$ cat config.mk
export PLATFORM = sky130hd
export DESIGN_NAME = jtkunio_scr_rom
export DESIGN_NICKNAME = d
export VERILOG_FILES = /design/src/rtl/jtkunio_scr_rom.sv
export SDC_FILE = /design/constraint.sdc
export NUM_CORES = 1
export LEC_CHECK = 0
export CAP_MARGIN = 20
export CELL_PAD_IN_SITES_DETAIL_PLACEMENT = 1
export CELL_PAD_IN_SITES_GLOBAL_PLACEMENT = 1
export CORE_AREA = 2 2 69 137
export CTS_CLUSTER_DIAMETER = 100
export DETAILED_ROUTE_END_ITERATION = 8
export DIE_AREA = 0 0 71 139
export HOLD_SLACK_MARGIN = 0.1
export MAX_ROUTING_LAYER = met4
export PLACE_DENSITY_LB_ADDON = 0.1
export SLEW_MARGIN = 20
export SYNTH_ARGS = -nofsm -noshare
export SYNTH_HDL_FRONTEND = slang
export SYNTH_SLANG_ARGS = --single-unit
$ cat constraint.sdc
create_clock -name clk -period 5.8 [get_ports clk]
set_input_delay 0.87 -clock clk [delete_from_list [all_inputs] [get_ports clk]]
set_output_delay 0.87 -clock clk [all_outputs]
set_load 0.005 [all_outputs]
$ cat src/rtl/jtkunio_scr_rom.sv
// Scroll-layer ROM slot: fetches two 16-bit SDRAM words into one cached 32-bit line.
// Optional macro JTKUNIO_SCR_ABORT_EN restarts a fetch when the address moves during beat 0.
module jtkunio_scr_rom #(
  parameter int unsigned AW = 17
) (
  input  logic          clk,
  input  logic          rst,
  input  logic          rom_cs,
  input  logic [AW-1:0] rom_addr,
  output logic [31:0]   rom_data,
  output logic          rom_ok,
  output logic [AW-1:0] sdram_addr,
  output logic          sdram_req,
  input  logic          sdram_ack,
  input  logic          data_rdy,
  input  logic [15:0]   sdram_din
);

  localparam int unsigned TW = AW - 1;

  localparam logic [2:0] IDLE  = 3'd0;
  localparam logic [2:0] REQ0  = 3'd1;
  localparam logic [2:0] WAIT0 = 3'd2;
  localparam logic [2:0] REQ1  = 3'd3;
  localparam logic [2:0] WAIT1 = 3'd4;

  logic [2:0]    state, state_nxt;
  logic [TW-1:0] tag, tag_nxt;
  logic [TW-1:0] pend, pend_nxt;
  logic          valid, valid_nxt;
  logic [31:0]   data_nxt;
  logic          req_nxt;
  logic [AW-1:0] addr_nxt;
  logic [TW-1:0] line;
  logic          abort;
  logic          unused_bit0;

  assign line        = rom_addr[AW-1:1];
  assign unused_bit0 = rom_addr[0];
  assign rom_ok      = rom_cs & valid & (tag == line);

`ifdef JTKUNIO_SCR_ABORT_EN
  assign abort = rom_cs & (line != pend);
`else
  assign abort = 1'b0;
`endif

  // Next-state and registered-output logic
  always_comb begin
    state_nxt = state;
    tag_nxt   = tag;
    pend_nxt  = pend;
    valid_nxt = valid;
    data_nxt  = rom_data;
    req_nxt   = sdram_req;
    addr_nxt  = sdram_addr;
    case (state)
      IDLE: begin
        if (rom_cs && !rom_ok) begin
          pend_nxt  = line;
          valid_nxt = 1'b0;
          req_nxt   = 1'b1;
          addr_nxt  = {line, 1'b0};
          state_nxt = REQ0;
        end
      end
      REQ0: begin
        if (sdram_ack) begin
          req_nxt   = 1'b0;
          state_nxt = WAIT0;
        end
      end
      WAIT0: begin
        if (data_rdy) begin
          req_nxt = 1'b1;
          if (abort) begin
            // Beat 0 belongs to a stale line: drop it and restart on the new one
            pend_nxt  = line;
            addr_nxt  = {line, 1'b0};
            state_nxt = REQ0;
          end else begin
            data_nxt[15:0] = sdram_din;
            addr_nxt       = {pend, 1'b1};
            state_nxt      = REQ1;
          end
        end
      end
      REQ1: begin
        if (sdram_ack) begin
          req_nxt   = 1'b0;
          state_nxt = WAIT1;
        end
      end
      WAIT1: begin
        if (data_rdy) begin
          data_nxt[31:16] = sdram_din;
          tag_nxt         = pend;
          valid_nxt       = 1'b1;
          state_nxt       = IDLE;
        end
      end
      default: begin
        req_nxt   = 1'b0;
        state_nxt = IDLE;
      end
    endcase
  end

  always_ff @(posedge clk or posedge rst) begin
    if (rst) begin
      state      <= IDLE;
      tag        <= '0;
      pend       <= '0;
      valid      <= 1'b0;
      rom_data   <= '0;
      sdram_req  <= 1'b0;
      sdram_addr <= '0;
    end else begin
      state      <= state_nxt;
      tag        <= tag_nxt;
      pend       <= pend_nxt;
      valid      <= valid_nxt;
      rom_data   <= data_nxt;
      sdram_req  <= req_nxt;
      sdram_addr <= addr_nxt;
    end
  end

endmodule

### Word-level counts from Yosys, hierarchy flattened

Cells that the tools add are included.

| word-level totals | value |
|---|---|
| flip-flop bits (word level) | 86 |
| memories kept | 0 |
| output and inout port bits | 51 |
| memory bits (read-only) | 0 |
| bits in latches | 0 |
| memory bits (writable) | 0 |

| operators by class | value |
|---|---|
| equality and inequality tests | 11 |
| $add $sub $neg | 0 |
| magnitude comparators | 0 |
| mux-type cells | 15 |
| bitwise gates (word level) | 3 |
| shift operators | 0 |
| multipliers | 0 |
| reductions and logical operators | 13 |
| divide/modulo/power cells | 0 |

Operators with widths:

| operator | number |
|---|---|
| $mux 17 | 2 |
| $pmux 17 s2 | 1 |
| $eq 16x16->1 | 1 |
| $mux 3 | 5 |
| $pmux 3 s5 | 1 |
| $ne 2x2->1 const B | 5 |
| $eq 3x2->1 const B | 2 |
| $reduce_and 2->1 | 3 |
| $reduce_and 3->1 | 2 |
| $reduce_and 5->1 | 1 |
| $mux 1 | 4 |
| $pmux 1 s4 | 1 |
| $reduce_and 4->1 | 1 |
| $reduce_bool 2->1 | 2 |
| $eq 3x1->1 const B | 1 |
| $eq 3x3->1 const B | 1 |
| $logic_not 3->1 | 1 |
| $and 1x1->1 | 2 |
| $ne 2x1->1 const B | 1 |
| $pmux 1 s2 | 1 |
| $reduce_or 2->1 | 1 |
| $logic_and 1x1->1 | 1 |
| $logic_not 1->1 | 1 |
| $not 1->1 | 1 |

### Longest topological paths before layout

| depth | value |
|---|---|
| depth in word-level cells | 6 |
| mapped depth | 7 |
| gate-level depth less buffers | 5 |

### Least setup slack after synthesis

No wires, ideal clock.

| timing | value |
|---|---|
| kind | input to register |
| start | in rom_addr[5] |
| end | reg pend[10] |
| setup slack | 3.042 ns |
| setup time | 0.125 ns |
| arrival time | 2.633 ns |
| stages | 6 |
| buffers on the path | 1 |
| path through | nor2b_1 a2111o_1 or3b_4 o211ai_2 buf_6 mux2_2 |

| between the ends | value |
|---|---|
| word-level cells in the longest chain between the ends | 5 |

Ends and longest elaborated chain:

| item | line | RTL |
|---|---|---|
| start, declared | 9 | `input logic [AW-1:0] rom_addr,` |
| $eq 16x16->1 | 40 | `assign rom_ok = rom_cs & valid & (tag == line);` |
| $and 1x1->1 | 40 |  |
| $logic_not 1->1 | 59 | `if (rom_cs && !rom_ok) begin` |
| $logic_and 1x1->1 | 59 |  |
| $reduce_and 2->1 (no line) | n/a |  |
| end signal, assigned | 121 | `pend <= pend_nxt;` |
| end, declared | 29 | `logic [TW-1:0] pend, pend_nxt;` |

No other way between the ends.
A chain may end at the register's enable or synchronous reset.

### Worst setup path after layout

| timing | value |
|---|---|
| start | in rom_addr[6] |
| end | out rom_ok |

| between the ends | value |
|---|---|
| word-level cells in the longest chain between the ends | 2 |

Ends and longest elaborated chain:

| item | line | RTL |
|---|---|---|
| $eq 16x16->1 | 40 |  |
| $and 1x1->1 | 40 |  |
| end, declared | 11 | `output logic rom_ok,` |

No other way between the ends.

==> results.json <==
{
  "drive_gt1_frac": 0.349,
  "clk_pin_slew_worst_paths_ns": 0.06,
  "wl_um": 8310,
  "ctsHoldBuffers": 0,
  "nNetsFinal": 380,
  "r2r_start": "tag[2]",
  "syn_nets": 290,
  "final_cell_mix": "87 x clkdlybuf4s50_1, 86 x mux2_2, 86 x dfrtp_1",
  "rsz0062_at_grt": "no",
  "pwr-share-seq": 0.385,
  "yosys.area.top_type_share": 0.576,
  "cp-start-kind": "input port",
  "globalRouteTotalUtil": 0.189,
  "pre_cts_slack_ns": 1.81,
  "grt_pass1_wl_um": 14100,
  "timing.final.crit_share": 0.673,
  "ant_nets": 0,
  "post_drt_wl_per_cell_um": 18.5,
  "power_frac_clock": 0.225,
  "hp-class": "flip-flop to flip-flop",
  "htree_levels": 3,
  "cts_buffer_depth": 2,
  "vias": 2366,
  "ys_warn_count": 0,
  "antenna_found_initial": 0,
  "postLayoutCellArea_sq_um": 5030,
  "setup.worst_path.end_class": "primary output",
  "hold_depth": 1,
  "grt_max_degree": 65,
  "critical_path.startpoint": "rom_addr[6]",
  "drv_cap": 0,
  "async_flop_share": 1.00,
  "setup_viol": 0,
  "avgViaCountPerCell": 5.27,
  "fmax_ghz": 0.256,
  "place.port_buffers": 87,
  "drt-initial-drc-count": 51,
  "crit_required_ns": 4.93,
  "ff2ff_path_depth": 6,
  "place_area_sq_um": 4690,
  "worst_hold_slack_ns": 0.500,
  "area_growth_pct": 34.6,
  "p_int_mw": 2.03,
  "path_class": "input port to primary output",
  "p_comb_frac": 0.389,
  "leakagePower_nw": 2.16,
  "insertion_delay_ns": 0.34,
  "final_common_cell": "clkdlybuf4s50_1",
  "yosysSeqAreaShare": 0.576,
  "hold_violations": 0,
  "drt_pass1_iterations": 3,
  "min_from": "valid",
  "die-height_um": 139,
  "p_switching_mw": 0.780,
  "cts_tree": "done",
  "synth_area_leaders": "dfrtp_1 58%, mux2_2 26%, mux2_4 3.2%",
  "synth_top_area_cell": "dfrtp_1",
  "r2r_slack_ns": 3.27,
  "synthFlopType": "dfrtp_1",
  "r2r-end": "sdram_addr[4]",
  "run_status": "complete, no violations",
  "dieArea_sq_um": 9870,
  "synth_seq_cells": 86,
  "die_x_um": 71,
  "rows": 49,
  "cp.arrival_ns": 3.03,
  "core-area_sq_um": 8890,
  "worst_slack_ns": 1.90,
  "avgSynthCellArea_sq_um": 14.8,
  "fin_tns_setup_ns": 0,
  "min_to": "valid",
  "worstPathMaxFanout": 3,
  "fin_skew_ns": 0.00768,
  "swShare": 0.278,
  "post_cts_buffers": 0,
  "worst_pin_slew_ns": 0.875,
  "synth_edf_count": 0,
  "cts_buffers": 9,
  "p_total_mw": 2.81,
  "antenna_cells": 0,
  "cts.repair.resized": 0,
  "fin_crit_ns": 3.90,
  "root_buffer": "clkbuf_16",
  "syn_area_sq_um": 3740,
  "power.density_nw_per_um2": 558,
  "grt_pass1_vias": 2773,
  "overflow": 0,
  "ir_worst_vdd_mv": 0.272,
  "clock-sinks": 86,
  "finalMaxSlewViolations": 0,
  "syn-instance-count": 252,
  "pin_count": 89,
  "nFillCells": 862,
  "drc": 0,
  "yosysUniqueCellTypes": 33,
  "place_congestion": 0.802,
  "start_util": 0.420,
  "hpwl_um": 5700,
  "relSlewSlack": 0.417
}
## routing by layer
metal | GRT usage | routed length, um
met5 | - | 0
met4 | 0.0745 | 175
met1 | 0.217 | 3350
met2 | 0.320 | 4550
met3 | 0.0363 | 240
## power groups by stage
stage / Sequential, mW / Combinational (mW) / Clock (mW)
after global placement: 1.07 / 1.09 / 0
final: 1.08 / 1.09 / 0.633
after floorplan: 1.06 / 0.610 / 0
after global routing: 1.13 / 1.18 / 0.671
after detailed placement: 1.09 / 1.11 / 0
after CTS: 1.09 / 1.12 / 0.650
## final cells by class
| cell class | count | area (sq um) | area share |
|---|---|---|---|
| sequential | 86 | 2150 | 0.428 |
| multi-input combinational | 150 | 1500 | 0.299 |
| timing repair buffer | 90 | 893 | 0.178 |
| clock buffer | 11 | 253 | 0.0502 |
| tap | 102 | 128 | 0.0254 |
| clock inverter | 5 | 81.3 | 0.0162 |
| inverter | 5 | 20.0 | 0.00398 |
## through the flow
step,instances,utilization
final,449,0.566
after global routing,449,0.566
after CTS,449,0.565
after detailed placement,433,0.527
after global placement,433,0.527
after floorplan,252,-
## state kept, by name, indices dropped and copies added (netlist names)
register and flops:
tag 16, sdram_addr 17, sdram_req 1, valid 1, state 3, rom_data 32, pend 16
## cell families (layout without fill, tap and decap cells)
group / count (synthesis) / in the layout / synth area share
mux: 96 / 96 / 0.297
xor+xnor: 13 / 13 / 0.0305
flops: 86 / 86 / 0.576
simple gates: 29 / 29 / 0.0462
compound gates: 12 / 12 / 0.0261
buf+inv: 16 / 111 / 0.0244
## Yosys cell counts (2+ instances only)
| cell type | n |
|---|---|
| mux2i_1 | 2 |
| xor2_1 | 8 |
| nand2b_1 | 3 |
| mux2_4 | 8 |
| o21ai_0 | 2 |
| clkbuf_1 | 8 |
| nor2_1 | 3 |
| o22ai_1 | 2 |
| buf_6 | 2 |
| xnor2_1 | 5 |
| nand2_1 | 7 |
| inv_1 | 5 |
| nor2b_1 | 4 |
| mux2_2 | 86 |
| nor4_1 | 2 |
| dfrtp_1 | 86 |
| nor3_1 | 3 |
## worst max-delay path by stage
stage,end,slack [ns],depth (start not counted)
final,rom_ok,1.90,6
after global routing,rom_ok,1.77,6
after floorplan,pend[0],2.71,1
after global placement,rom_ok,1.84,6
after CTS,rom_ok,1.85,6
after detailed placement,rom_ok,1.81,6
## worst max-delay path, stage by stage
cell and delay [ns]:
clkdlybuf4s50_1 0.47, xor2_1 0.19, nor4_1 0.48, nand2_1 0.10
nor4_1 0.35, clkdlybuf4s50_1 0.58
(Power assumes the default switching activity.)
